File: config.mk
export PLATFORM = sky130hd
export DESIGN_NAME = microseq
export DESIGN_NICKNAME = d
export VERILOG_FILES = /design/src/rtl/microseq_pkg.sv /design/src/rtl/microseq_stack.sv /design/src/rtl/microseq.sv
export SDC_FILE = /design/constraint.sdc
export NUM_CORES = 1
export LEC_CHECK = 0
export CAP_MARGIN = 10
export CORE_MARGIN = 2
export CORE_UTILIZATION = 33
export DETAILED_ROUTE_END_ITERATION = 16
export GPL_ROUTABILITY_DRIVEN = 0
export PLACE_DENSITY = 0.62
export SYNTH_ARGS = -nofsm -noshare
export SYNTH_HDL_FRONTEND = slang
export SYNTH_SLANG_ARGS = --single-unit
File: constraint.sdc
create_clock -name clk_i -period 9.1 [get_ports clk_i]
set_clock_uncertainty 0.05 [all_clocks]
set_input_delay 0.91 -clock clk_i [delete_from_list [all_inputs] [get_ports clk_i]]
set_output_delay 0.91 -clock clk_i [all_outputs]
set_load 0.05 [all_outputs]
File: src/rtl/microseq_pkg.sv
// Shared definitions for the microprogram sequencer: op encodings and error-flag bit positions.
package microseq_pkg;

  localparam logic [3:0] OP_CONT  = 4'd0;
  localparam logic [3:0] OP_JMP   = 4'd1;
  localparam logic [3:0] OP_JAR   = 4'd2;
  localparam logic [3:0] OP_CALL  = 4'd3;
  localparam logic [3:0] OP_RET   = 4'd4;
  localparam logic [3:0] OP_CASE  = 4'd5;
  localparam logic [3:0] OP_LDAR  = 4'd6;
  localparam logic [3:0] OP_HOLD  = 4'd7;
  localparam logic [3:0] OP_LDCNT = 4'd8;
  localparam logic [3:0] OP_LOOP  = 4'd9;

  localparam int unsigned ERR_OVF = 0;
  localparam int unsigned ERR_UNF = 1;
  localparam int unsigned ERR_W   = 2;

endpackage

File: src/rtl/microseq_stack.sv
// Return-address LIFO. Callers must not push when full or pop when empty.
module microseq_stack #(
  parameter int unsigned ADDR_W = 11,
  parameter int unsigned DEPTH  = 4,
  localparam int unsigned LVL_W = $clog2(DEPTH + 1)
) (
  input  logic              clk_i,
  input  logic              rst_ni,
  input  logic              push_i,
  input  logic              pop_i,
  input  logic [ADDR_W-1:0] din_i,
  output logic [ADDR_W-1:0] tos_o,
  output logic [LVL_W-1:0]  level_o,
  output logic              full_o,
  output logic              empty_o
);

  logic [ADDR_W-1:0] mem_q [DEPTH];
  logic [LVL_W-1:0]  level_q, level_d;

  always_comb begin
    level_d = level_q;
    if (push_i) begin
      level_d = level_q + LVL_W'(1);
    end else if (pop_i) begin
      level_d = level_q - LVL_W'(1);
    end
  end

  always_ff @(posedge clk_i or negedge rst_ni) begin
    if (!rst_ni) begin
      level_q <= '0;
      for (int i = 0; i < DEPTH; i++) mem_q[i] <= '0;
    end else begin
      level_q <= level_d;
      for (int i = 0; i < DEPTH; i++) begin
        if (push_i && (LVL_W'(i) == level_q)) mem_q[i] <= din_i;
      end
    end
  end

  // Top of stack is the entry just below the current level.
  always_comb begin
    tos_o = '0;
    for (int i = 0; i < DEPTH; i++) begin
      if (LVL_W'(i + 1) == level_q) tos_o = mem_q[i];
    end
  end

  assign level_o = level_q;
  assign full_o  = (level_q == LVL_W'(DEPTH));
  assign empty_o = (level_q == '0);

endmodule

File: src/rtl/microseq.sv
// Microprogram sequencer: next microcode address from pipeline fields and internal state.
// Optional loop counter (ops LDCNT/LOOP) enabled by defining MICROSEQ_LOOP_EN.
module microseq
  import microseq_pkg::*;
#(
  parameter int unsigned ADDR_W      = 11,
  parameter int unsigned STACK_DEPTH = 4,
  parameter int unsigned NUM_COND    = 8,
  parameter int unsigned OR_W        = 4,
  localparam int unsigned LVL_W      = $clog2(STACK_DEPTH + 1),
  localparam int unsigned CSEL_W     = (NUM_COND > 1) ? $clog2(NUM_COND) : 1
) (
  input  logic              clk_i,
  input  logic              rst_ni,
  input  logic [3:0]        seq_op_i,
  input  logic [ADDR_W-1:0] d_in_i,
  input  logic [ADDR_W-1:0] r_in_i,
  input  logic [OR_W-1:0]   or_in_i,
  input  logic [NUM_COND-1:0] cond_in_i,
  input  logic [CSEL_W-1:0] cond_sel_i,
  input  logic              cond_pol_i,
  input  logic              clear_err_i,
  output logic [ADDR_W-1:0] y_o,
  output logic [LVL_W-1:0]  stack_level_o,
  output logic              stack_ovf_o,
  output logic              stack_unf_o
);

  logic [ADDR_W-1:0] upc_q, upc_d;
  logic [ADDR_W-1:0] ar_q, ar_d;
  logic [ERR_W-1:0]  err_q, err_d, err_set;
  logic [ADDR_W-1:0] y, tos;
  logic              cond, push, pop, full, empty, hold;
`ifdef MICROSEQ_LOOP_EN
  logic [ADDR_W-1:0] cnt_q, cnt_d;
`endif

  assign cond = cond_in_i[cond_sel_i] ^ cond_pol_i;

  microseq_stack #(
    .ADDR_W (ADDR_W),
    .DEPTH  (STACK_DEPTH)
  ) u_stack (
    .clk_i   (clk_i),
    .rst_ni  (rst_ni),
    .push_i  (push),
    .pop_i   (pop),
    .din_i   (upc_q + ADDR_W'(1)),
    .tos_o   (tos),
    .level_o (stack_level_o),
    .full_o  (full),
    .empty_o (empty)
  );

  always_comb begin
    y       = upc_q;
    hold    = 1'b0;
    push    = 1'b0;
    pop     = 1'b0;
    ar_d    = ar_q;
    err_set = '0;
`ifdef MICROSEQ_LOOP_EN
    cnt_d   = cnt_q;
`endif
    case (seq_op_i)
      OP_JMP:  if (cond) y = d_in_i;
      OP_JAR:  y = ar_q;
      OP_CALL: begin
        if (cond) begin
          y = d_in_i;
          if (full) err_set[ERR_OVF] = 1'b1;
          else      push = 1'b1;
        end
      end
      OP_RET: begin
        if (cond) begin
          if (empty) begin
            err_set[ERR_UNF] = 1'b1;
          end else begin
            y   = tos;
            pop = 1'b1;
          end
        end
      end
      OP_CASE: y = d_in_i | ADDR_W'(or_in_i);
      OP_LDAR: ar_d = r_in_i;
      OP_HOLD: hold = 1'b1;
`ifdef MICROSEQ_LOOP_EN
      OP_LDCNT: cnt_d = d_in_i;
      OP_LOOP: begin
        if (empty) begin
          err_set[ERR_UNF] = 1'b1;
        end else if (cnt_q != '0) begin
          y     = tos;
          cnt_d = cnt_q - ADDR_W'(1);
        end else begin
          pop = 1'b1;
        end
      end
`endif
      default: ;
    endcase
    upc_d = hold ? upc_q : y + ADDR_W'(1);
    // A same-cycle clear wins over a newly detected error.
    err_d = clear_err_i ? '0 : (err_q | err_set);
  end

  always_ff @(posedge clk_i or negedge rst_ni) begin
    if (!rst_ni) begin
      upc_q <= '0;
      ar_q  <= '0;
      err_q <= '0;
`ifdef MICROSEQ_LOOP_EN
      cnt_q <= '0;
`endif
    end else begin
      upc_q <= upc_d;
      ar_q  <= ar_d;
      err_q <= err_d;
`ifdef MICROSEQ_LOOP_EN
      cnt_q <= cnt_d;
`endif
    end
  end

  // Address is forced to zero for as long as reset is held.
  assign y_o         = rst_ni ? y : '0;
  assign stack_ovf_o = err_q[ERR_OVF];
  assign stack_unf_o = err_q[ERR_UNF];

endmodule

* Word level (Yosys, flattened, before mapping) *
Cells that the tools add are included.

word-level totals
  bits of input ports = 45
  register bits = 71
  output and inout port bits = 16

operators by class
  add/sub/neg operators = 4
  mux-type cells = 27
  bitwise gates (word level) = 3
  reductions and logical operators = 7
  $lt $le $gt $ge = 1
  eq/ne operators = 12

operators with widths
  cell                     number
  $mux W11                 8
  $pmux W11 S4             1
  $add A11 B1 Y11 const B  2
  $eq A4 B3 Y1 const B     4
  $mux W1                  14
  $or A11 B4 Y11           1
  $eq A4 B2 Y1 const B     2
  $eq A2 B3 Y1 const A     2
  $mux W3                  2
  $eq A4 B1 Y1 const B     1
  $logic_and A1 B1 Y1      4
  $lt A3 B4 Y1 const B     1
  $add A3 B1 Y3 const B    1
  $bmux W1 S3              1
  $eq A1 B3 Y1 const A     1
  $eq A3 B3 Y1 const A     1
  $eq A3 B3 Y1 const B     1
  $logic_not A3 Y1         1
  $sub A3 B1 Y3 const B    1
  $mux W2                  1
  $or A2 B2 Y2             1
  $reduce_bool A2 Y1       1
  $reduce_or A2 Y1         1
  $xor A1 B1 Y1            1

* Logic depth before layout (Yosys ltp) *
Gate-level depths: netlist of the first run.

  depth in word-level cells = 9
  gate-level depth with buffers = 16
  mapped depth without buffers = 15

* Hierarchy *
A second synthesis of the first run with hierarchy kept.

unflattened totals
  cell total of the unflattened synthesis = 417
  area, all modules = 4345.4 µm²

modules (own cells, without submodules)
  module          seq. area each (µm²)  cells each  times used  area each (µm²)
  microseq_stack  1176.1                171         1           2188.3
  microseq        600.6                 246         1           2157.1

* Worst setup path after synthesis of the first run *
OpenSTA, ideal clock, no wires.

  kind = in2out
  start = in cond_sel_i[1]
  end = out y_o[6]
  slack = 5.095 ns
  cell stages on the path = 9
  arrival = 3.045 ns
  cells stage by stage = mux2_4 a2bb2oi_4 a21bo_1 buf_6 nand2_2 mux2i_1 o211ai_1 o311ai_1 nor2_1

between the ends
  cells in the longest elaborated chain, start to end = 6
  elaborated cells on any way between the ends = 7
  those cells by class = mux (6); bitwise (1)

ends and longest elaborated chain
  item                                line                                            source
  from (decl)                         microseq.sv:20                                  input logic [CSEL_W-1:0] cond_sel_i,
  $bmux W1 S3 (*)                     microseq.sv:38                                  assign cond = cond_in_i[cond_sel_i] ^ cond_pol_i;
  $mux W1 (not written as such) (*)   microseq.sv:38
  $xor A1 B1 Y1 (*)                   microseq.sv:38
  $mux W11, on equally long branches  microseq.sv:76, microseq.sv:66, microseq.sv:69
  $pmux W11 S4 (*)                    microseq.sv:65                                  case (seq_op_i)
  $mux W11 (*)                        microseq.sv:127                                 assign y_o = rst_ni ? y : '0;
  to (decl)                           microseq.sv:23                                  output logic [ADDR_W-1:0] y_o,

Every way passes the cells marked *; elsewhere a longest branch is shown, timed or not. The select of a mux whose other input is x is not followed.

* Final worst setup path of the first run *
Ends and elaborated chain as after synthesis.

==> summary.txt, run 1 <==
Outcome
  • Status: finished clean

Logic synthesis
  • Largest cells by area after synthesis: dfrtp_1 (40%), o21ai_0 (8.0%), nand2_1 (7.8%)
  • Mapped Cells: 513
  • Top FF cell, synth: dfrtp_1
  • Synthesized area: 4436 um^2
  • Post-synth top cells: nand2_1 (92), dfrtp_1 (71), o21ai_0 (71)
  • Netlist cell types: 66
  • Post-synthesis net count: 566
  • Post-synth EDFFs: 0
  • Top-count cell post-synth: nand2_1
  • Number of warnings issued by yosys: 0
  • Avg Cell Area, Syn: 8.646 um^2
  • Async SR Flop Fraction: 100.0%
  • Sequential area share after synthesis: 40.06%
  • Yosys reg bits: 71
  • Share of the synthesized area in the top cell type: 40.06%
  • Area leader, netlist: dfrtp_1

Clock tree
  • Cts hold-fix bufs: 0
  • Number of levels in the clock H-tree: 3
  • CTS Buf Count: 9
  • CTS max path bufs: 2
  • CTS clk-pin slew, worst paths: 0.06 ns
  • Latest clock arrival within the worst-skew pair: 0.34 ns
  • Root buf cell: clkbuf_16
  • CTS tree: yes
  • # Post-CTS Setup Buffers: 0
  • CTS sink cnt: 71
  • Resize count post-CTS: 0

STA
  • Final TNS setup: 0 ns
  • Tightest Pin Transition: 0.8894 ns
  • Pins over their slew limit: 0
  • Max frequency: 187.6 MHz
  • Tmin final: 5.330 ns
  • Final setup fails: 0
  • Max transition margin: 40.59%
  • Period utilization: 58.57%
  • Setup repair after global routing missed its margin: false
  • Final Hold Fails: 0

Floorplan
  • # IOs: 61
  • FP Rows: 42
  • Core footprint: 13190 um^2
  • Starting Density: 33.63%
  • Die area: 14380 um^2
  • Die width: 119.9 um
  • Die Height: 119.9 um

Flow run
  • Max-cap check violation count: 0

Setup path
  • Worst Path Class, Setup: in2out
  • Worst-path fanout max: 8
  • Critical Path RT: 8.14 ns
  • Critical Path End Type: output pin
  • Worst EP arrival: 4.37 ns
  • CP Launch Type: input pin

Drt
  • Highest metal used: met4
  • Wire length on met3: 736 um
  • DR WL/cell: 17.52 um
  • Met2 wire len: 6.183 mm
  • DRT antenna net count: 0
  • Vias per cell: 5.474
  • WL final: 12.86 mm
  • Drt pass-1 iters: 4
  • Via count: 4018
  • Initial DRC count: 230
  • Met1 WL: 5.588 mm
  • DRC: 0

Power
  • Switching Share: 39.35%
  • Clock Power Share: 26.8%
  • Pleak: 0.002205 uW
  • Pwr dens: 243.0 nW/um^2
  • Maximum vdd drop: 0.08963 mV
  • Power share of the sequential group: 37.2%
  • Int Pwr: 802.8 uW
  • NetSw: 520.8 uW
  • Comb pwr share: 36.0%

Placement
  • Placed wire-length estimate: 9.553 mm
  • # placed instances: 719
  • Port Buffers: 60

Global routing
  • All-Layer GR Usage: 18.66%
  • First-pass GRT wire length: 21.04 mm
  • Initial antenna violation count: 0
  • Largest net degree at the start of global routing: 59
  • Gr ovfl total: 0
  • Number of global-route vias before repair: 4070

Hold path
  • Min-delay worst type: in2async

Final layout
  • Non-filler instance count after layout: 734
  • Layout cells sized above 1: 9.857%
  • Final #Nets: 607
  • Antenna diodes: 0
  • Final core occ: 41.29%
  • P&R area growth vs syn: 22.79%
-- sequential cells by signal, indices dropped and copies added (netlist names) --
| register | cells |
|---|---|
| ar_q | 11 |
| err_q | 2 |
| u_stack.level_o | 3 |
| u_stack.mem_q | 44 |
| upc_q | 11 |
-- power by group through the flow --
| stage | combinational (uW) | sequential (uW) | clock, uW |
|---|---|---|---|
| global placement | 466 | 490 | 0 |
| finish | 476 | 493 | 355 |
| detailed placement | 476 | 496 | 0 |
| global route | 525 | 503 | 379 |
| floorplan | 336 | 473 | 0 |
| CTS | 477 | 491 | 360 |
-- cell type report --
type	instances	area, um^2
Clock buffer	10	239.0
Clock inverter	5	58.81
Fill cell	1330	7744
Inverter	9	33.78
Multi-Input combinational cell	398	2482
Sequential cell	71	1777
Tap cell	176	220.2
Timing Repair Buffer	65	635.6
-- kinds of logic (layout without fill, tap and decap cells) --
group | Yosys count | after routing | synth area share [%]
AO/OA/AOI/OAI | 158 | 158 | 23.70
XOR/XNOR | 18 | 18 | 3.555
adder cells (fa/ha/maj) | 8 | 8 | 2.257
buffers and inverters | 44 | 89 | 4.118
flip-flops | 71 | 71 | 40.06
multiplexers | 23 | 23 | 5.754
AND/OR/NAND/NOR | 191 | 191 | 20.56
-- final timing paths --
path	endpoint	slack, ns	start	depth (start not counted)
max	y_o[6]	3.77	cond_sel_i[1]	10
min	u_stack.mem_q[40]$_DFFE_PN0P_	0.40	rst_ni	1
max reg2reg	upc_q[9]$_DFFE_PN0P_	4.73	u_stack.level_o[2]$_DFFE_PN0P_	10
min reg2reg	u_stack.mem_q[31]$_DFFE_PN0P_	0.43	u_stack.mem_q[31]$_DFFE_PN0P_	2
max in group asynchronous	upc_q[8]$_DFFE_PN0P_	7.58	rst_ni	2
min in group clk_i	u_stack.mem_q[31]$_DFFE_PN0P_	0.43	u_stack.mem_q[31]$_DFFE_PN0P_	2
-- worst max-delay path: stages --
cell,delay [ns]
clkdlybuf4s50_1,0.60
mux2_4,0.34
a2bb2oi_4,0.19
a21bo_1,0.31
nand2_2,0.17
mux2i_1,0.27
o211ai_1,0.12
o311ai_1,0.62
nor2_1,0.10
clkdlybuf4s50_1,0.73
-- per-stage QoR --
stage	worst slack, ns	instance area, um^2	hold slack, ns	power, uW
global placement	3.844	5149	0.4101	956.1
CTS	3.763	5446	0.4092	1328
finish	3.770	5446	0.4044	1324
global route	3.519	5446	0.4199	1408
floorplan	5.095	4436	0.3994	808.4
detailed placement	3.786	5149	0.4199	972.1
-- placed cells by master, fill, tap and decap left out, types with 16 or more instances in the layout --
cell	instances
a21oi_1	25
clkdlybuf4s50_1	59
dfrtp_1	71
mux2_2	16
nand2_1	92
nand3_1	20
nor2_1	25
o21ai_0	71
-- per-layer routing --
layer / up-vias / global-route usage, %
met5: - / 0
met4: 0 / 7.279
met3: 27 / 4.040
met2: 160 / 31.18
met1: 1918 / 23.49
li1: 1913 / -
(Power assumes the default switching activity.)
==> run 2, diff against run 1 <==
--- a/config.mk
+++ b/config.mk
@@ -10,7 +10,7 @@
 export CORE_UTILIZATION = 33
 export DETAILED_ROUTE_END_ITERATION = 16
 export GPL_ROUTABILITY_DRIVEN = 0
-export PLACE_DENSITY = 0.62
+export PLACE_DENSITY = 0.64
 export SYNTH_ARGS = -nofsm -noshare
 export SYNTH_HDL_FRONTEND = slang
 export SYNTH_SLANG_ARGS = --single-unit
==> constraint.sdc (replaced) <==
create_clock -name clk_i -period 4.5 [get_ports clk_i]
set_clock_uncertainty 0.05 [all_clocks]
set_input_delay 0.45 -clock clk_i [delete_from_list [all_inputs] [get_ports clk_i]]
set_output_delay 0.45 -clock clk_i [all_outputs]
set_load 0.05 [all_outputs]
==> run 2 against run 1 <==
Clock-buffer cell count is 1 lower. Setup slack worse by 3.4 ns. Critical endpoint is now y_o[10]. Register-to-register slack worse by 4.1 ns. Via count up 1.1%. Critical path type unchanged. Sequential share of layout area down 0.39 points. Core utilization is 0.49 points higher. Sequential power grew 100%. Die area is the same. First-iteration DRC count grew 97%. Clock power increased by 120%.
==> summary.txt, run 2 (synthesized netlist as in run 1, its figures left out) <==
Power
  • Pwr dens: 503.6 nW/um^2 (+110%)
  • Maximum vdd drop: 0.2446 mV (+170%)
  • Pleak: 0.002267 uW (+2.8%)

Placement
  • Placed wire-length estimate: 9.632 mm (+0.82%)
  • Port Buffers: 60 (unchanged)
  • # placed instances: 723 (+0.56%)
  • Placed Area: 5181 um^2 (+0.63%)
  • Place WS: 0.3883 ns (-3.398 ns)

Clock tree
  • CTS max path bufs: 2 (unchanged)
  • CTS Buf Count: 9 (unchanged)
  • CTS sink cnt: 71 (unchanged)
  • # Post-CTS Setup Buffers: 0 (unchanged)
  • Latest clock arrival within the worst-skew pair: 0.34 ns (about the same)
  • Resize count post-CTS: 0 (unchanged)
  • CTS clk-pin slew, worst paths: 0.06 ns (about the same)
  • CTS tree: yes
  • Root buf cell: clkbuf_16
  • Number of levels in the clock H-tree: 3 (unchanged)

Drt
  • DRT antenna net count: 0 (unchanged)
  • Initial DRC count: 452 (+97%)
  • DR WL/cell: 17.74 um (+1.2%)
  • Via count: 4064 (+1.1%)
  • Vias per cell: 5.492 (+0.32%)
  • WL final: 13.13 mm (+2.1%)
  • DRC: 0 (unchanged)
  • Drt pass-1 iters: 5 (+1)

Final layout
  • Regs by FF count: u_stack.mem_q: 44 flops, ar_q: 11 flops, upc_q: 11 flops
  • Most frequent cells in the layout: nand2_1 (92), o21ai_0 (71), dfrtp_1 (71), clkdlybuf4s50_1 (50)
  • Final #Nets: 612 (+0.82%)
  • Non-filler instance count after layout: 740 (+0.82%)
  • Top reg by flops: u_stack.mem_q
  • Largest register FFs: 44 (unchanged)
  • Layout cells sized above 1: 12.23% (+2.4 points)
  • Commonest non-fill, non-tap cell in the layout: nand2_1
  • Post-route cell area: 5512 um^2 (+1.2%)
  • Antenna diodes: 0 (unchanged)
  • P&R area growth vs syn: 24.26%

STA
  • Tightest Pin Transition: 0.9459 ns (+0.05656 ns)
  • Max frequency: 241.9 MHz
  • Tmin final: 4.134 ns
  • PnR worst setup slack: 0.3657 ns (-3.404 ns)
  • Final setup fails: 0 (unchanged)
  • Max transition margin: 36.71% (-3.9 points)
  • Final Hold Fails: 0 (unchanged)
  • Pins over their slew limit: 0 (unchanged)
  • Setup repair after global routing missed its margin: false
  • Period utilization: 91.87%
  • Final TNS setup: 0 ns (unchanged)

Global routing
  • Number of global-route vias before repair: 4006 (-1.6%)
  • Gr ovfl total: 0 (unchanged)
  • All-Layer GR Usage: 18.84% (+0.18 points)
  • Initial antenna violation count: 0 (unchanged)
  • First-pass GRT wire length: 21.09 mm (+0.23%)
  • Largest net degree at the start of global routing: 64 (+8.5%)

Hold path
  • Min-delay worst type: reg2reg

Setup path
  • Critical Path End Type: output pin
  • Critical Path RT: 4.00 ns (-4.14 ns)
  • Worst EP arrival: 3.63 ns (-0.74 ns)
  • CP Launch Type: input pin
  • Worst reg-to-reg path cell count: 11 (+1)
  • R2r startpoint: u_stack.level_o[0]$_DFFE_PN0P_
  • Worst Setup SP: cond_sel_i[1]
  • Worst Path Class, Setup: in2out
  • Flop2flop setup slack: 0.62 ns (-4.11 ns)
  • Worst-path fanout max: 12 (+4)
  • FF-to-FF End: upc_q[9]$_DFFE_PN0P_
  • Crit path to: y_o[10]

Floorplan
  • Die Height: 119.9 um (unchanged)
  • Starting Density: 33.63% (unchanged)
  • Die width: 119.9 um (unchanged)
  • Core footprint: 13190 um^2 (unchanged)
  • # IOs: 61 (unchanged)
  • FP Rows: 42 (unchanged)
  • Die area: 14380 um^2 (unchanged)

Flow run
  • Max-cap check violation count: 0 (unchanged)

Outcome
  • Status: finished clean
run 2: changes by cell type in the layout (fill, tap and decap cells not counted):
| cell | delta |
|---|---|
| bufinv_16 | +1 |
| buf_4 | +11 |
| dlygate4sd3_1 | +1 |
| inv_6 | +1 |
| buf_12 | +2 |
| clkbuf_8 | -1 |
| clkinv_2 | +1 |
| clkinvlp_4 | -1 |
| clkdlybuf4s50_1 | -9 |
run 2: through the flow:
step	total power, uW	util [%]	hold WS [ns]
floorplan	1635	-	0.1044
global placement	1966	39.28	0.2709
detailed placement	1995	39.28	0.2741
CTS	2778	41.79	0.4340
global route	2937	41.79	0.4575
finish	2776	41.79	0.4293
run 2: how the worst min path moves through the flow:
stage          slack [ns]                          start  depth (start not counted)                            end
2_1_floorplan        0.10                         rst_ni                          0            ar_q[0]$_DFFE_PN0N_
4_1_cts              0.43   u_stack.mem_q[2]$_DFFE_PN0P_                          2   u_stack.mem_q[2]$_DFFE_PN0P_
3_3_place_gp         0.27                         rst_ni                          1            ar_q[7]$_DFFE_PN0N_
6_report             0.43  u_stack.mem_q[24]$_DFFE_PN0P_                          2  u_stack.mem_q[24]$_DFFE_PN0P_
5_1_grt              0.46   u_stack.mem_q[8]$_DFFE_PN0P_                          2   u_stack.mem_q[8]$_DFFE_PN0P_
3_5_place_dp         0.27                         rst_ni                          1            ar_q[7]$_DFFE_PN0N_
run 2: timing repair:
item                       4_1_cts  5_1_grt
hold endpoints to repair        12        0
hold buffers                     1        0
setup endpoints to repair        0        0
run 2: layout make-up:
class	instances	area (um^2)
Clock buffer	9	225.2
Sequential cell	71	1777
Inverter	9	33.78
Timing Repair Buffer	70	678.2
Tap cell	176	220.2
Multi-Input combinational cell	398	2482
Fill cell	1280	7679
Clock inverter	7	95.09
run 2: critical path: stages:
cell and delay [ns]:
clkdlybuf4s50_1 0.59, mux2_4 0.34, a2bb2oi_4 0.19, a21bo_1 0.32
a21oi_4 0.37, o221a_2 0.26, a21oi_1 0.04, nand3_1 0.12
and2_1 0.13, clkdlybuf4s50_1 0.80
run 2: layer usage:
metal | vias up | global-route usage, % | share of wire [%]
li1 | 1918 | - | -
met3 | 26 | 5.038 | 7.6
met5 | - | 0 | 0
met4 | 0 | 5.735 | 2.2
met1 | 1959 | 24.86 | 43
met2 | 161 | 30.18 | 47
run 2: power by group:
part | internal (uW) | switching [uW]
clock network | 486 | 290
logic | 377 | 635
registers | 819 | 169
==> run 3, diff against run 2 <==
--- a/config.mk
+++ b/config.mk
@@ -7,10 +7,10 @@
 export LEC_CHECK = 0
 export CAP_MARGIN = 10
 export CORE_MARGIN = 2
-export CORE_UTILIZATION = 33
+export CORE_UTILIZATION = 50
 export DETAILED_ROUTE_END_ITERATION = 16
 export GPL_ROUTABILITY_DRIVEN = 0
-export PLACE_DENSITY = 0.64
+export PLACE_DENSITY = 0.86
 export SYNTH_ARGS = -nofsm -noshare
 export SYNTH_HDL_FRONTEND = slang
 export SYNTH_SLANG_ARGS = --single-unit
==> run 3 against run 2 <==
Via count grew 3.9%. Largest power group unchanged. Clock power shrank 32%. Clock-buffer cell count grew 1. Sequential share of layout area grew 0.99 points. Critical path depth grew 1.
==> summary.txt, run 3 (synthesized netlist as in run 1, its figures left out) <==
STA
  • Tightest Pin Transition: 0.8276 ns (-0.1183 ns)
  • Setup repair after global routing missed its margin: false
  • Min Hold Slack: 0.01192 ns (-0.4173 ns)
  • Max transition margin: 44.62% (+7.9 points)
  • Period utilization: 90.90% (-0.98 points)
  • Final Hold Fails: 0 (unchanged)
  • Tmin final: 4.090 ns (-0.04395 ns)
  • Final TNS setup: 0 ns (unchanged)
  • Max frequency: 244.5 MHz (+1.1%)
  • Final setup fails: 0 (unchanged)
  • Pins over their slew limit: 0 (unchanged)

Power
  • Final Power: 2553 uW (-8.0%)
  • Pwr dens: 477.4 nW/um^2 (-5.2%)
  • Maximum vdd drop: 0.2601 mV (+6.3%)
  • Pleak: 0.002225 uW (-1.8%)

Setup path
  • Worst EP arrival: 3.59 ns (-0.04 ns)
  • Worst Setup SP: u_stack.level_o[1]$_DFFE_PN0P_
  • Flop2flop setup slack: 0.54 ns (-0.08 ns)
  • CP Launch Type: register
  • Worst reg-to-reg path cell count: 12 (+1)
  • Critical Path RT: 4.00 ns (about the same)
  • Critical Path End Type: output pin
  • FF-to-FF End: upc_q[9]$_DFFE_PN0P_
  • Worst Path Class, Setup: reg2out
  • Worst-path fanout max: 23 (+11)
  • R2r startpoint: u_stack.level_o[1]$_DFFE_PN0P_

Outcome
  • Status: finished clean

Drt
  • DRC: 0 (unchanged)
  • Vias per cell: 6.283 (+14%)
  • DRT antenna net count: 0 (unchanged)
  • DR WL/cell: 18.42 um (+3.9%)
  • Initial DRC count: 430 (-4.9%)
  • Via count: 4222 (+3.9%)
  • WL final: 12.38 mm (-5.7%)
  • Drt pass-1 iters: 6 (+1)

Global routing
  • First-pass GRT wire length: 20.50 mm (-2.8%)
  • Gr ovfl total: 0 (unchanged)
  • Initial antenna violation count: 0 (unchanged)
  • Largest net degree at the start of global routing: 45 (-30%)
  • All-Layer GR Usage: 26.62% (+7.8 points)
  • Number of global-route vias before repair: 4082 (+1.9%)

Clock tree
  • CTS Buf Count: 9 (unchanged)
  • Resize count post-CTS: 0 (unchanged)
  • # Post-CTS Setup Buffers: 0 (unchanged)
  • Cts hold-fix bufs: 0 (-1)
  • Latest clock arrival within the worst-skew pair: 0.37 ns (+0.03 ns)
  • CTS clk-pin slew, worst paths: 0.07 ns (about the same)
  • Root buf cell: clkbuf_8
  • Number of levels in the clock H-tree: 3 (unchanged)
  • CTS max path bufs: 2 (unchanged)
  • CTS tree: yes
  • CTS sink cnt: 71 (unchanged)

Placement
  • Placed Area: 5142 um^2 (-0.75%)
  • Placed wire-length estimate: 9.192 mm (-4.6%)
  • Port Buffers: 60 (unchanged)

Hold path
  • Min-delay worst type: in2async

Final layout
  • P&R area growth vs syn: 20.56%
  • Commonest non-fill, non-tap cell in the layout: nand2_1
  • Top reg by flops: u_stack.mem_q
  • Most frequent cells in the layout: nand2_1 (92), o21ai_0 (71), dfrtp_1 (71), clkdlybuf4s50_1 (48)
  • Final #Nets: 612 (unchanged)
  • Area of the multi-input gates: 2476 um^2 (-0.25%)
  • Post-route cell area: 5348 um^2 (-3.0%)
  • Regs by FF count: u_stack.mem_q: 44 flops, ar_q: 11 flops, upc_q: 11 flops
  • Antenna diodes: 0 (unchanged)
  • Seq. cell area: 1777 um^2 (unchanged)
  • Largest register FFs: 44 (unchanged)
  • Fillcell total: 734 (-43%)
  • Layout cells sized above 1: 12.59% (+0.35 points)

Floorplan
  • Die width: 98.19 um (-18%)
  • # IOs: 61 (unchanged)
  • Starting Density: 51.11% (+17 points)
  • Die Height: 98.19 um (-18%)
  • Die area: 9640 um^2 (-33%)
  • Core footprint: 8678 um^2 (-34%)
  • FP Rows: 34 (-19%)

Flow run
  • Max-cap check violation count: 0 (unchanged)
-- run 3: per-layer routing --
metal / global-route usage, % / share of wire [%] / up-vias
met3: 5.583 / 8.0 / 54
met4: 12.43 / 4.5 / 0
met5: 0 / 0 / -
li1: - / - / 1917
met1: 32.01 / 38 / 2014
met2: 45.79 / 49 / 237
-- run 3: final cells by class --
class / count / area share [%]
clock buffer: 10 / 2.574
clock inverter: 6 / 1.263
inverter: 9 / 0.6317
multi-input combinational: 398 / 46.30
sequential: 71 / 33.22
tap: 108 / 2.527
timing repair buffer: 70 / 13.48
-- run 3: power by group --
| group | internal (uW) | switching [uW] |
|---|---|---|
| logic | 398 | 638 |
| registers | 818 | 172 |
| clock network | 272 | 254 |
-- run 3: per-stage QoR --
step                instances  utilization (%)  setup slack (ns)
CTS                       672            61.62            0.5303
floorplan                 513                -             1.036
global placement          656            59.26            0.4850
global route              672            61.62            0.2797
finish                    672            61.62            0.4096
detailed placement        656            59.26            0.3950
-- run 3: worst max-delay path by stage --
stage / end / cells after the start
global placement: upc_q[9]$_DFFE_PN0P_ / 11
detailed placement: upc_q[9]$_DFFE_PN0P_ / 11
finish: y_o[7] / 11
floorplan: upc_q[9]$_DFFE_PN0P_ / 12
CTS: y_o[7] / 10
global route: y_o[8] / 11
-- run 3: worst max-delay path: stages, from the launching register on --
cell and delay (ns):
dfrtp_1 0.46, inv_1 0.16, ha_1 0.72, nor2b_1 0.28
buf_4 0.25, a22oi_1 0.18, nand2_1 0.11, o21ai_0 0.22
o2111ai_1 0.19, o311ai_1 0.28, nor2_1 0.17, buf_12 0.20
==> RTL edit (config.mk and constraints of run 3) <==
`ar_q` no longer has a reset.
--- a/src/rtl/microseq.sv
+++ b/src/rtl/microseq.sv
@@ -110,3 +110,2 @@
       upc_q <= '0;
-      ar_q  <= '0;
       err_q <= '0;
@@ -117,3 +116,2 @@
       upc_q <= upc_d;
-      ar_q  <= ar_d;
       err_q <= err_d;
@@ -123,2 +121,6 @@
     end
+  end
+
+  always_ff @(posedge clk_i) begin
+    ar_q <= ar_d;
   end
Function: changed (Yosys sat finds a counterexample within 4 cycles, from zero or initial values and one cycle with rst_ni low).
==> RTL edit against run 3 <==
Fmax decreased by 3.4%; critical path depth did not move; clock power grew 5.3%; sequential cell count stayed put; global-route usage decreased by 0.63 points; power increased by 1.2%; register-to-register slack gained 0.14 ns; synthesized area fell by 3.0%; wire length fell by 4.1%; worst setup slack got worse by 0.15 ns; final area shrank 3.0%; utilization is 0.87 points higher; critical path type unchanged; largest cell class unchanged.
==> RTL edit: results (changes against run 3) <==
GRT met1 Usage -> 0.3397 (+0.01965)
Seq/Total Area, Yosys -> 0.4256 (+0.02502)
vias in the first global route -> 3,950 (-3.2%)
Async SR Flop Fraction -> 0.8451 (-0.1549)
number of DRC markers in iteration 0 -> 295 (-31%)
CP max-delay cell -> clkdlybuf4s50_1
total sequential power -> 0.978 mW (-1%)
DP Cell Count -> 645 (-1.7%)
worst r2r path cells -> 16 (+4)
Crit path arrival time -> 3.74 ns (+0.15 ns)
wl on met1 -> 4.871 mm (+3.4%)
Commonest cells post-synth -> nand2_1, o21ai_0, dfrtp_1
worst r2r dst -> upc_q[8]$_DFFE_PN0P_
Rel. slew slack -> 0.4234 (-0.02276)
Largest stage delay, worst path -> 0.82 ns (+0.10 ns)
Largest register FFs -> 44 (unchanged)
layout filler cell count -> 693 (-5.6%)
Routed WL -> 11.87 mm (-4.1%)
met3 usage -> 0.06286 (+0.007027)
R2R setup slack -> 0.68 ns (+0.14 ns)
EDFF count, synth -> 11 (+11)
sw frac -> 0.4166 (about the same)
CTS root buf -> clkbuf_8
Post-Place Cell Area -> 4971 um2 (-3.3%)
pin count of the biggest net entering global routing -> 62 (+38%)
share of layout cells above drive strength 1 -> 0.07914 (-0.04675)
total number of vias -> 4,069 (-3.6%)
status -> completed
worst vdd ir -> 0.2335 mV (-10%)
largest registers -> u_stack.mem_q: 44 flops, ar_q: 11 flops, upc_q: 11 flops
first-pass detailed-route iteration total -> 5 (-1)
Leak -> 2.118 nW (-4.8%)
CP max FO -> 6 (-74%)
Clock transition at path regs -> 0.09 ns (+0.02 ns)
TritonCTS Buffers -> 9 (unchanged)
clock power share -> 0.215 (+0.009)
synthesized instance count -> 500 (-2.5%)
met2 wire length -> 5.613 mm (-8.3%)
DR WL met3 -> 1.070 mm (+8.2%)
DP Worst Slack -> 0.3775 ns (-0.01748 ns)
first-pass GRT wire length -> 19.80 mm (-3.4%)
Synth area leaders -> dfrtp_1, o21ai_0, nand2_1
GR Util met2 -> 0.4236 (-0.03424)
post-synthesis net count -> 553 (-2.3%)
Worst Hold Margin -> 0.2873 ns (+0.2754 ns)
nets -> 604 (-1.3%)
==> RTL edit: cell count changes in the layout (fill, tap and decap cells not counted), sizes merged, moves of 6 or more <==
cell,run 3,this run
or3,0,6
o21ai,71,77
dfrtp,71,60
clkdlybuf4s50,48,59
edfxtp,0,11
mux2,17,5
nor2,26,35
buf,22,10
==> RTL edit: worst max-delay path by stage <==
stage | cells after the start | slack (ns) | startpoint | endpoint
floorplan | 12 | 0.75 | u_stack.level_o[2]$_DFFE_PN0P_ | y_o[1]
global placement | 10 | 0.44 | cond_sel_i[1] | y_o[10]
detailed placement | 10 | 0.38 | cond_sel_i[1] | y_o[2]
CTS | 11 | 0.29 | u_stack.level_o[1]$_DFFE_PN0P_ | y_o[1]
global route | 11 | 0.05 | u_stack.level_o[1]$_DFFE_PN0P_ | y_o[1]
finish | 11 | 0.26 | u_stack.level_o[1]$_DFFE_PN0P_ | y_o[1]
==> RTL edit: cell type report <==
| class | count | area (um2) | area share |
|---|---|---|---|
| Sequential cell | 71 | 1832 | 0.3532 |
| Multi-Input combinational cell | 388 | 2302 | 0.4439 |
| Inverter | 12 | 45.04 | 0.008685 |
| Tap cell | 105 | 131.4 | 0.02533 |
| Clock inverter | 6 | 63.81 | 0.01230 |
| Timing Repair Buffer | 69 | 663.1 | 0.1279 |
| Clock buffer | 10 | 148.9 | 0.02871 |
==> RTL edit: cell families (layout without fill, tap and decap cells) <==
kind of cell               count (synthesis)  in the layout  share of synthesized area
and+or+nand+nor                          186            186                     0.2023
AOI/OAI and AO/OA                        165            165                     0.2425
DFF                                       71             71                     0.4256
buffers and inverters                     41             97                    0.04157
xor gates and xnor gates                  17             17                    0.03459
muxes                                     12             12                    0.03023
adders and majority gates                  8              8                    0.02326
